## config.mk

```make
export PLATFORM = sky130hd
export DESIGN_NAME = wb_pipelined_reg_slice
export DESIGN_NICKNAME = d
export VERILOG_FILES = /design/src/rtl/wb_pipelined_reg_slice.sv
export SDC_FILE = /design/constraint.sdc
export NUM_CORES = 1
export LEC_CHECK = 0
export ABC_AREA = 1
export CAP_MARGIN = 20
export CELL_PAD_IN_SITES_DETAIL_PLACEMENT = 1
export CELL_PAD_IN_SITES_GLOBAL_PLACEMENT = 2
export CORE_AREA = 3 3 180 182
export CTS_CLUSTER_SIZE = 10
export DETAILED_ROUTE_END_ITERATION = 16
export DIE_AREA = 0 0 183 185
export PLACE_DENSITY = 0.72
export SYNTH_ARGS = -nofsm -noshare
export SYNTH_HDL_FRONTEND = slang
export SYNTH_SLANG_ARGS = --single-unit
```

## constraint.sdc

```tcl
create_clock -name clk_i -period 1.85 [get_ports clk_i]
set_input_delay 0.4625 -clock clk_i [delete_from_list [all_inputs] [get_ports clk_i]]
set_output_delay 0.4625 -clock clk_i [all_outputs]
set_load 0.02 [all_outputs]
```

## src/rtl/wb_pipelined_reg_slice.sv

```systemverilog
// -----------------------------------------------------------------------------
// wb_pipelined_reg_slice
//
// Register slice for a pipelined Wishbone link. It sits between an upstream
// master (the sl_* side) and a downstream pipelined slave (the ma_* side).
// It breaks the combinational paths on stb, stall and ack:
//   - requests pass through an output register backed by a one-entry skid
//     register, so the upstream stall depends on flops only;
//   - responses are registered on the way back;
//   - a 4-bit counter limits the number of requests issued downstream but not
//     yet answered to g_max_outstanding;
//   - dropping sl_cyc_i aborts the cycle: buffers are flushed, the counter is
//     cleared and late responses are discarded.
//
// Ports
//   clk_i, rst_i                      clock, synchronous active-high reset
//   sl_adr_i/dat_i/sel_i/we_i         upstream request fields
//   sl_cyc_i, sl_stb_i                upstream cycle / strobe
//   sl_stall_o                        upstream stall (from registers only)
//   sl_ack_o/err_o/rty_o, sl_dat_o    registered responses and read data
//   ma_adr_o/dat_o/sel_o/we_o         registered downstream request fields
//   ma_cyc_o, ma_stb_o                registered downstream cycle / strobe
//   ma_stall_i                        downstream stall
//   ma_ack_i/err_i/rty_i, ma_dat_i    downstream responses and read data
// -----------------------------------------------------------------------------
module wb_pipelined_reg_slice #(
    parameter int g_adr_width       = 32,
    parameter int g_dat_width       = 32,
    parameter int g_max_outstanding = 4
) (
    input  logic                     clk_i,
    input  logic                     rst_i,
    // upstream (slave) port
    input  logic [g_adr_width-1:0]   sl_adr_i,
    input  logic [g_dat_width-1:0]   sl_dat_i,
    input  logic [g_dat_width/8-1:0] sl_sel_i,
    input  logic                     sl_we_i,
    input  logic                     sl_cyc_i,
    input  logic                     sl_stb_i,
    output logic                     sl_stall_o,
    output logic                     sl_ack_o,
    output logic                     sl_err_o,
    output logic                     sl_rty_o,
    output logic [g_dat_width-1:0]   sl_dat_o,
    // downstream (master) port
    output logic [g_adr_width-1:0]   ma_adr_o,
    output logic [g_dat_width-1:0]   ma_dat_o,
    output logic [g_dat_width/8-1:0] ma_sel_o,
    output logic                     ma_we_o,
    output logic                     ma_cyc_o,
    output logic                     ma_stb_o,
    input  logic                     ma_stall_i,
    input  logic                     ma_ack_i,
    input  logic                     ma_err_i,
    input  logic                     ma_rty_i,
    input  logic [g_dat_width-1:0]   ma_dat_i
);

    localparam int SW = g_dat_width / 8;
    // packed request: {we, sel, dat, adr}
    localparam int RW = g_adr_width + g_dat_width + SW + 1;

    typedef enum logic [0:0] {
        ST_IDLE   = 1'b0,
        ST_ACTIVE = 1'b1
    } state_t;

    state_t             state_q, state_d;
    logic               out_valid_q, out_valid_d;
    logic [RW-1:0]      out_req_q, out_req_d;
    logic               skid_valid_q, skid_valid_d;
    logic [RW-1:0]      skid_req_q, skid_req_d;
    logic [3:0]         cnt_q, cnt_d;
    logic [2:0]         resp_q, resp_d;
    logic [g_dat_width-1:0] rdat_q;

    logic [RW-1:0]      sl_req;
    logic [4:0]         credit_sum;
    logic               accept;
    logic               issue;
    logic               resp_valid;

    assign sl_req = {sl_we_i, sl_sel_i, sl_dat_i, sl_adr_i};

    // Requests already issued plus those still buffered count against the
    // credit limit, so the stall never lets more than g_max_outstanding out.
    assign credit_sum = {1'b0, cnt_q} + {4'b0, out_valid_q} + {4'b0, skid_valid_q};
    assign sl_stall_o = skid_valid_q | (credit_sum >= 5'(g_max_outstanding));

    assign accept = sl_cyc_i & sl_stb_i & ~sl_stall_o;
    assign issue  = out_valid_q & ~ma_stall_i;

    // A response with nothing outstanding is spurious and ignored entirely.
    assign resp_valid = (ma_ack_i | ma_err_i | ma_rty_i) & ma_cyc_o & (cnt_q != 4'd0);

    // ---------------------------------------------------------------- FSM
    always_comb begin
        state_d = state_q;
        case (state_q)
            ST_IDLE:   if (sl_cyc_i)  state_d = ST_ACTIVE;
            ST_ACTIVE: if (!sl_cyc_i) state_d = ST_IDLE;
            default:   state_d = ST_IDLE;
        endcase
    end

    // ---------------------------------------------------------- datapath
    always_comb begin
        out_valid_d  = out_valid_q;
        out_req_d    = out_req_q;
        skid_valid_d = skid_valid_q;
        skid_req_d   = skid_req_q;
        cnt_d        = cnt_q;
        resp_d       = {ma_rty_i, ma_err_i, ma_ack_i} & {3{resp_valid & sl_cyc_i}};

        if (!sl_cyc_i) begin
            // cycle end or abort: drop everything buffered or in flight
            out_valid_d  = 1'b0;
            skid_valid_d = 1'b0;
            cnt_d        = 4'd0;
        end else begin
            if (!out_valid_q || issue) begin
                // output register frees up: refill from skid first to keep order
                if (skid_valid_q) begin
                    out_valid_d  = 1'b1;
                    out_req_d    = skid_req_q;
                    skid_valid_d = 1'b0;
                end else begin
                    out_valid_d = accept;
                    if (accept) out_req_d = sl_req;
                end
            end else if (accept) begin
                // output held by ma_stall_i; the skid is empty or we'd be stalled
                skid_valid_d = 1'b1;
                skid_req_d   = sl_req;
            end

            if (issue && !resp_valid)
                cnt_d = 4'(cnt_q + 4'd1);
            else if (!issue && resp_valid)
                cnt_d = 4'(cnt_q - 4'd1);
        end
    end

    always_ff @(posedge clk_i) begin
        if (rst_i) begin
            state_q      <= ST_IDLE;
            out_valid_q  <= 1'b0;
            out_req_q    <= '0;
            skid_valid_q <= 1'b0;
            skid_req_q   <= '0;
            cnt_q        <= 4'd0;
            resp_q       <= 3'b000;
            rdat_q       <= '0;
        end else begin
            state_q      <= state_d;
            out_valid_q  <= out_valid_d;
            out_req_q    <= out_req_d;
            skid_valid_q <= skid_valid_d;
            skid_req_q   <= skid_req_d;
            cnt_q        <= cnt_d;
            resp_q       <= resp_d;
            rdat_q       <= ma_dat_i;
        end
    end

    // ----------------------------------------------------------- outputs
    assign ma_cyc_o = (state_q == ST_ACTIVE);
    assign ma_stb_o = out_valid_q;
    assign ma_adr_o = out_req_q[g_adr_width-1:0];
    assign ma_dat_o = out_req_q[g_adr_width+g_dat_width-1:g_adr_width];
    assign ma_sel_o = out_req_q[g_adr_width+g_dat_width+SW-1:g_adr_width+g_dat_width];
    assign ma_we_o  = out_req_q[RW-1];

    assign sl_ack_o = resp_q[0];
    assign sl_err_o = resp_q[1];
    assign sl_rty_o = resp_q[2];
    assign sl_dat_o = rdat_q;

endmodule

```

Word level (Yosys, flattened, before mapping)
Index checks and enable logic that the tools add are counted.
{"block": "op_classes", "add_sub_neg": 4, "n_lt_le_gt_ge": 1, "muxes": 6, "bitwise": 14, "n_reduce_logical": 13}
{"op": "$mux W69", "count": 2}
{"op": "$mux W4", "count": 2}
{"op": "$and A1 B1 Y1", "count": 6}
{"op": "$reduce_and A3 Y1", "count": 2}
{"op": "$add A4 B1 Y5", "count": 1}
{"op": "$add A5 B1 Y5", "count": 1}
{"op": "$ge A5 B3 Y1 const B", "count": 1}
{"op": "$add A4 B1 Y4 const B", "count": 1}
{"op": "$not A1 Y1", "count": 4}
{"op": "$reduce_bool A2 Y1", "count": 2}
{"op": "$reduce_bool A4 Y1", "count": 1}
{"op": "$sub A4 B1 Y4 const B", "count": 1}
{"op": "$and A3 B3 Y3", "count": 1}
{"op": "$logic_not A1 Y1", "count": 3}
{"op": "$or A1 B1 Y1", "count": 3}
{"op": "$reduce_or A3 Y1", "count": 1}
{"op": "$logic_and A1 B1 Y1", "count": 2}
{"op": "$mux W1", "count": 2}
{"op": "$reduce_or A2 Y1", "count": 1}
{"op": "$logic_or A1 B1 Y1", "count": 1}
{"block": "word_totals", "ff_bits": 180, "out_inout_bits": 107, "elab_cells": 46}

Longest topological paths before layout
{"block": "logic_depth", "ltp_word": 8, "depth_mapped": 15}

Least setup slack after synthesis
OpenSTA, ideal clock, no wires.
{"block": "synth_timing", "path_type": "register to register", "start": "register out_valid_q (netlist: ma_stb_o)", "end": "register out_req_q[10]", "setup_ns": 0.115, "arrival_time_ns": 2.046, "required_time_ns": 1.735, "setup_slack_ns": -0.311, "path_stages_with_launch": 14, "path_buffers": 2, "period_less_slack_ns": 2.161, "cell_sequence": "dfxtp_1 inv_1 fa_1 inv_1 ha_1 inv_1 nor2_1 nor2_4 nand3_1 nand2_2 buf_4 buf_4 a21oi_1 nor2_1"}
{"block": "synth_via", "elab_chain_cells": 8, "word_cells_on_any_way": 11}
{"element": "start, declared", "line_no": "69", "text": "logic out_valid_q, out_valid_d;"}
{"element": "start signal, assigned", "line_no": "156", "text": "out_valid_q <= out_valid_d;"}
{"element": "$add A4 B1 Y5", "line_no": "87", "text": "assign credit_sum = {1'b0, cnt_q} + {4'b0, out_valid_q} + {4'b0, skid_valid_q};"}
{"element": "$add A5 B1 Y5", "line_no": "87"}
{"element": "$ge A5 B3 Y1", "line_no": "88", "text": "assign sl_stall_o = skid_valid_q | (credit_sum >= 5'(g_max_outstanding));"}
{"element": "$or A1 B1 Y1", "line_no": "88"}
{"element": "$not A1 Y1", "line_no": "90", "text": "assign accept = sl_cyc_i & sl_stb_i & ~sl_stall_o;"}
{"element": "$and A1 B1 Y1", "line_no": "90"}
{"element": "$reduce_bool A2 Y1 (no source line)"}
{"element": "$reduce_and A3 Y1 (no source line) (*)"}
{"element": "end signal, assigned", "line_no": "157", "text": "out_req_q <= out_req_d;"}
{"element": "end, declared", "line_no": "70", "text": "logic [RW-1:0] out_req_q, out_req_d;"}
Every way passes the cells marked *; elsewhere a longest branch is shown, timed or not.
A chain may end at the register's enable or synchronous reset.

Worst setup path after layout
{"block": "layout_timing", "start": "register out_valid_q (netlist: ma_stb_o)", "end": "output port sl_stall_o"}
{"block": "layout_via", "elab_chain_cells": 4}
{"element": "$add A4 B1 Y5", "line_no": "87"}
{"element": "$add A5 B1 Y5", "line_no": "87"}
{"element": "$ge A5 B3 Y1", "line_no": "88"}
{"element": "$or A1 B1 Y1", "line_no": "88"}
{"element": "end, declared", "line_no": "40", "text": "output logic sl_stall_o,"}
Every way passes these cells.

==> results.md <==
Timing:
- Setup repair after global routing could not meet its margin everywhere.
- The number of hold violations in the final report is 0.
- In the finished design, the share of the clock period the worst path needs comes to 119%.
- For the pin with the worst max-slew slack, the measured transition is 0.538 ns.
- The largest clock skew in the final design is 0.0103 ns.
- Across all setup checks in the final design, the least slack found is -0.350 ns.
- The worst path in the final design needs a cycle of 2.20 ns, including I/O delays and setup.
- The tightest slew margin relative to the limit is 64.1%.
- For this run, the top clock speed supported by timing is 454 MHz.
- The final max-slew violation count is 0.
- Setup violations remaining at the end of the flow were counted as 141.
- The setup total negative slack is -32.67 ns.

Synthesis:
- The mapped netlist covers 7350 um2.
- The number of nets in the synthesized netlist is 1050.
- Synthesis produced 935 cells.
- After synthesis, the netlist uses 24 different library cells.
- For this run, the number of Yosys warnings is 0.
- In this run, synthesis produced a sequential element count of 180.
- The post-synthesis average cell area is 7.86 um2.
- The share of the yosys chip area belonging to registers is 49.0%.

Worst setup path:
- The worst setup path is launched from a flip-flop.
- The category of the most critical setup path is flip-flop to primary output.
- Along the worst path, the maximum fanout reaches 2.
- STA classifies the critical path endpoint as a primary output.
- The data arrival at the endpoint of the critical path is 1.74 ns.
- The critical path launch point is ma_stb_o.
- In this run the critical register-to-register path is launched from ma_stb_o.
- The required time of the critical path is 1.39 ns.

Global route:
- The global-route wire length before repair is 41800 um.
- The number of global-route vias before repair was 7294.
- The total overflow left after global routing is 0.
- The initial antenna violation count was 1.
- Entering global routing, the biggest net connects 69 pins.
- Across every metal layer, demand over resource in global routing totals 15.9%.

Cells and area:
- The count of placed standard cells in the final layout, fillers left out is 1598.
- The layout has 3475 filler cells.
- The area growth from synthesis to layout is 75.1%.
- The post-route netlist has 29.6% of its cells at a drive strength greater than 1.
- The count of inserted antenna diode cells is 0.
- After the last flow step, the layout net total stands at 1304.

CTS:
- The cell at the root of the clock tree is clkbuf_16.
- The later pin in the worst-skew pair is clocked with a latency of 0.43 ns.
- The number of clock sinks is 180.
- The clock passes through at most 2 buffers.
- The number of levels the H-tree was split into is 4.
- After clock tree synthesis, the clock-pin slew on the worst setup and hold paths is 0.07 ns.
- The CTS tree is built.
- The number of buffers added by the clock tree synthesis step is 17.

Power:
- The leakage power is 6.01 nW.
- The total design power is 9.19 mW.
- The power density over cell area is 714 nW/um2.
- Across the VDD grid, the largest voltage drop is 0.576 mV.

Hold path:
- The origin of the worst min-delay path is ma_err_i.
- The worst min-delay path category is primary input to flip-flop.

Route:
- The routed via count is 7169.
- Using the TritonRoute via totals, the vias-per-cell ratio works out to 4.49.
- The detail route stage leaves a number of antenna-violating nets equal to 0.
- The mean routed wirelength per cell is 17.4 um.
- In the routed design, unresolved DRC markers number 0.
- The total wirelength of the detailed-routed design is 27800 um.
- Before antenna repair, the detailed router went through 4 iterations.
- The first routing iteration left 192 violations.

Floorplanning:
- After floorplanning, the core was divided into 64 placement rows.
- The core area is 30700 um2.
- The die height is 185 um.
- The die covers 33900 um2.
- 216 I/O pins were placed.
- The die is 183 um wide.
- For this configuration, the core starts out at a cell density of 23.9%.

Placement:
- The detailed-placement wirelength estimate is 16300 um.
- In this run the tool buffered the top-level ports with 215 buffer cells.
- The placed cell count is 1531.
- The congestion estimate from routability-driven global placement came to 0.727.

Job:
- Across the run, the number of max-cap violations was 0.

Status:
- The run finished, with violations left.
- The checks that failed: setup timing.
-- sequential cells by signal (all words and copies together) (netlist names) --
name,cells
ma_cyc_o,1
out_req_q,69
skid_valid_q,1
skid_req_q,69
ma_stb_o,1
resp_q,3
sl_dat_o,32
cnt_q,4
-- power by group --
| part | internal (mW) | switching, mW |
|---|---|---|
| registers | 4.01 | 0.0720 |
| logic | 0.707 | 0.744 |
| clock network | 1.95 | 1.71 |
| total | 6.66 | 2.53 |
-- cells by family (layout without fill, tap and decap cells) --
family | after synthesis | count (layout) | synth area share, %
buffers and inverters | 119 | 386 | 7.39
xor gates and xnor gates | 1 | 1 | 0.119
AOI/OAI and AO/OA | 144 | 144 | 9.86
DFF | 180 | 180 | 49.0
muxes | 69 | 69 | 9.40
and+or+nand+nor | 416 | 416 | 23.0
adders and majority gates | 6 | 6 | 1.23
-- critical path: stages, from the launching register on --
cell     delay (ns)
dfxtp_4        0.36
inv_4          0.04
fa_2           0.37
inv_2          0.08
ha_4           0.13
inv_2          0.04
nor2_4         0.09
nor2_4         0.04
nand2_2        0.05
buf_6          0.11
-- cells in the mapped netlist --
master      n  area (um2)
nor2_1    113         424
buf_4      14         105
nor3_2      1        10.0
ha_1        4        50.1
a21oi_1   141         706
o311ai_0    1        8.76
nand3_1    74         370
dfxtp_1   180        3600
inv_2       2        7.51
nand2_2     1        6.26
nand4_1     1        6.26
buf_6       3        33.8
clkinv_1    1        3.75
clkbuf_1   23        86.3
xor2_1      1        8.76
nand2_1   224         841
nor2_4      1        11.3
inv_1      46         173
buf_2      17        85.1
fa_1        2        40.0
o21ai_0     2        10.0
nand4_4     1        21.3
buf_1      13        48.8
mux2i_1    69         691
-- stage by stage --
step	worst slack (ns)	util, %	cell area, um2	hold WS (ns)
floorplan	-0.0543	-	7520	0.443
global placement	-0.556	33.9	10400	0.450
detailed placement	-0.591	33.9	10400	0.456
CTS	-0.395	38.1	11700	0.347
global route	-0.460	41.9	12900	0.315
finish	-0.350	41.9	12900	0.335
-- worst paths after layout --
kind | endpoint | slack, ns | cells after the start
worst min register to register | skid_req_q[15] | 0.47 | 2
worst min-delay path | resp_q[1] | 0.34 | 3
worst max-delay path | sl_stall_o | -0.35 | 9
worst max register to register | skid_req_q[52] | -0.33 | 15
-- layout by cell type (no fill, tap or decap), drive strengths merged, types with 2 or more instances in the layout --
cell type / count
dfxtp: 180
inv: 53
nor2: 114
nand4: 2
clkbuf: 22
o21ai: 2
nand2: 225
clkinv: 5
clkdlybuf4s50: 106
nand3: 74
fa: 2
ha: 4
mux2i: 69
clkinvlp: 3
dlygate4sd2: 23
buf: 89
a21oi: 141
dlymetal6s2s: 84
-- area by class of cell --
type	count	area [um2]	area share (%)
Inverter	49	201	1.56
Clock inverter	13	124	0.962
Multi-Input combinational cell	636	4280	33.2
Sequential cell	180	3610	28.1
Clock buffer	19	453	3.52
Timing Repair Buffer	305	3710	28.8
Tap cell	396	495	3.85
-- repair_timing --
item	4_1_cts	5_1_grt
setup endpoints to repair	229	225
gates cloned	12	3
endpoints found under the hold margin	0	0
pin swaps	30	42
resized for setup	118	285
buffers inserted	12	10
hold buffers	0	0
-- layer usage --
| layer | vias to the layer above | GRT usage (%) | share of wire, % | wire length (um) |
|---|---|---|---|---|
| met5 | - | 0 | 0.061 | 17 |
| met4 | 2 | 3.93 | 1.4 | 403 |
| met3 | 30 | 5.73 | 7.3 | 2040 |
| met2 | 177 | 27.3 | 49 | 13600 |
| met1 | 3428 | 19.0 | 42 | 11800 |
| li1 | 3532 | - | - | - |
(Power assumes the default switching activity.)
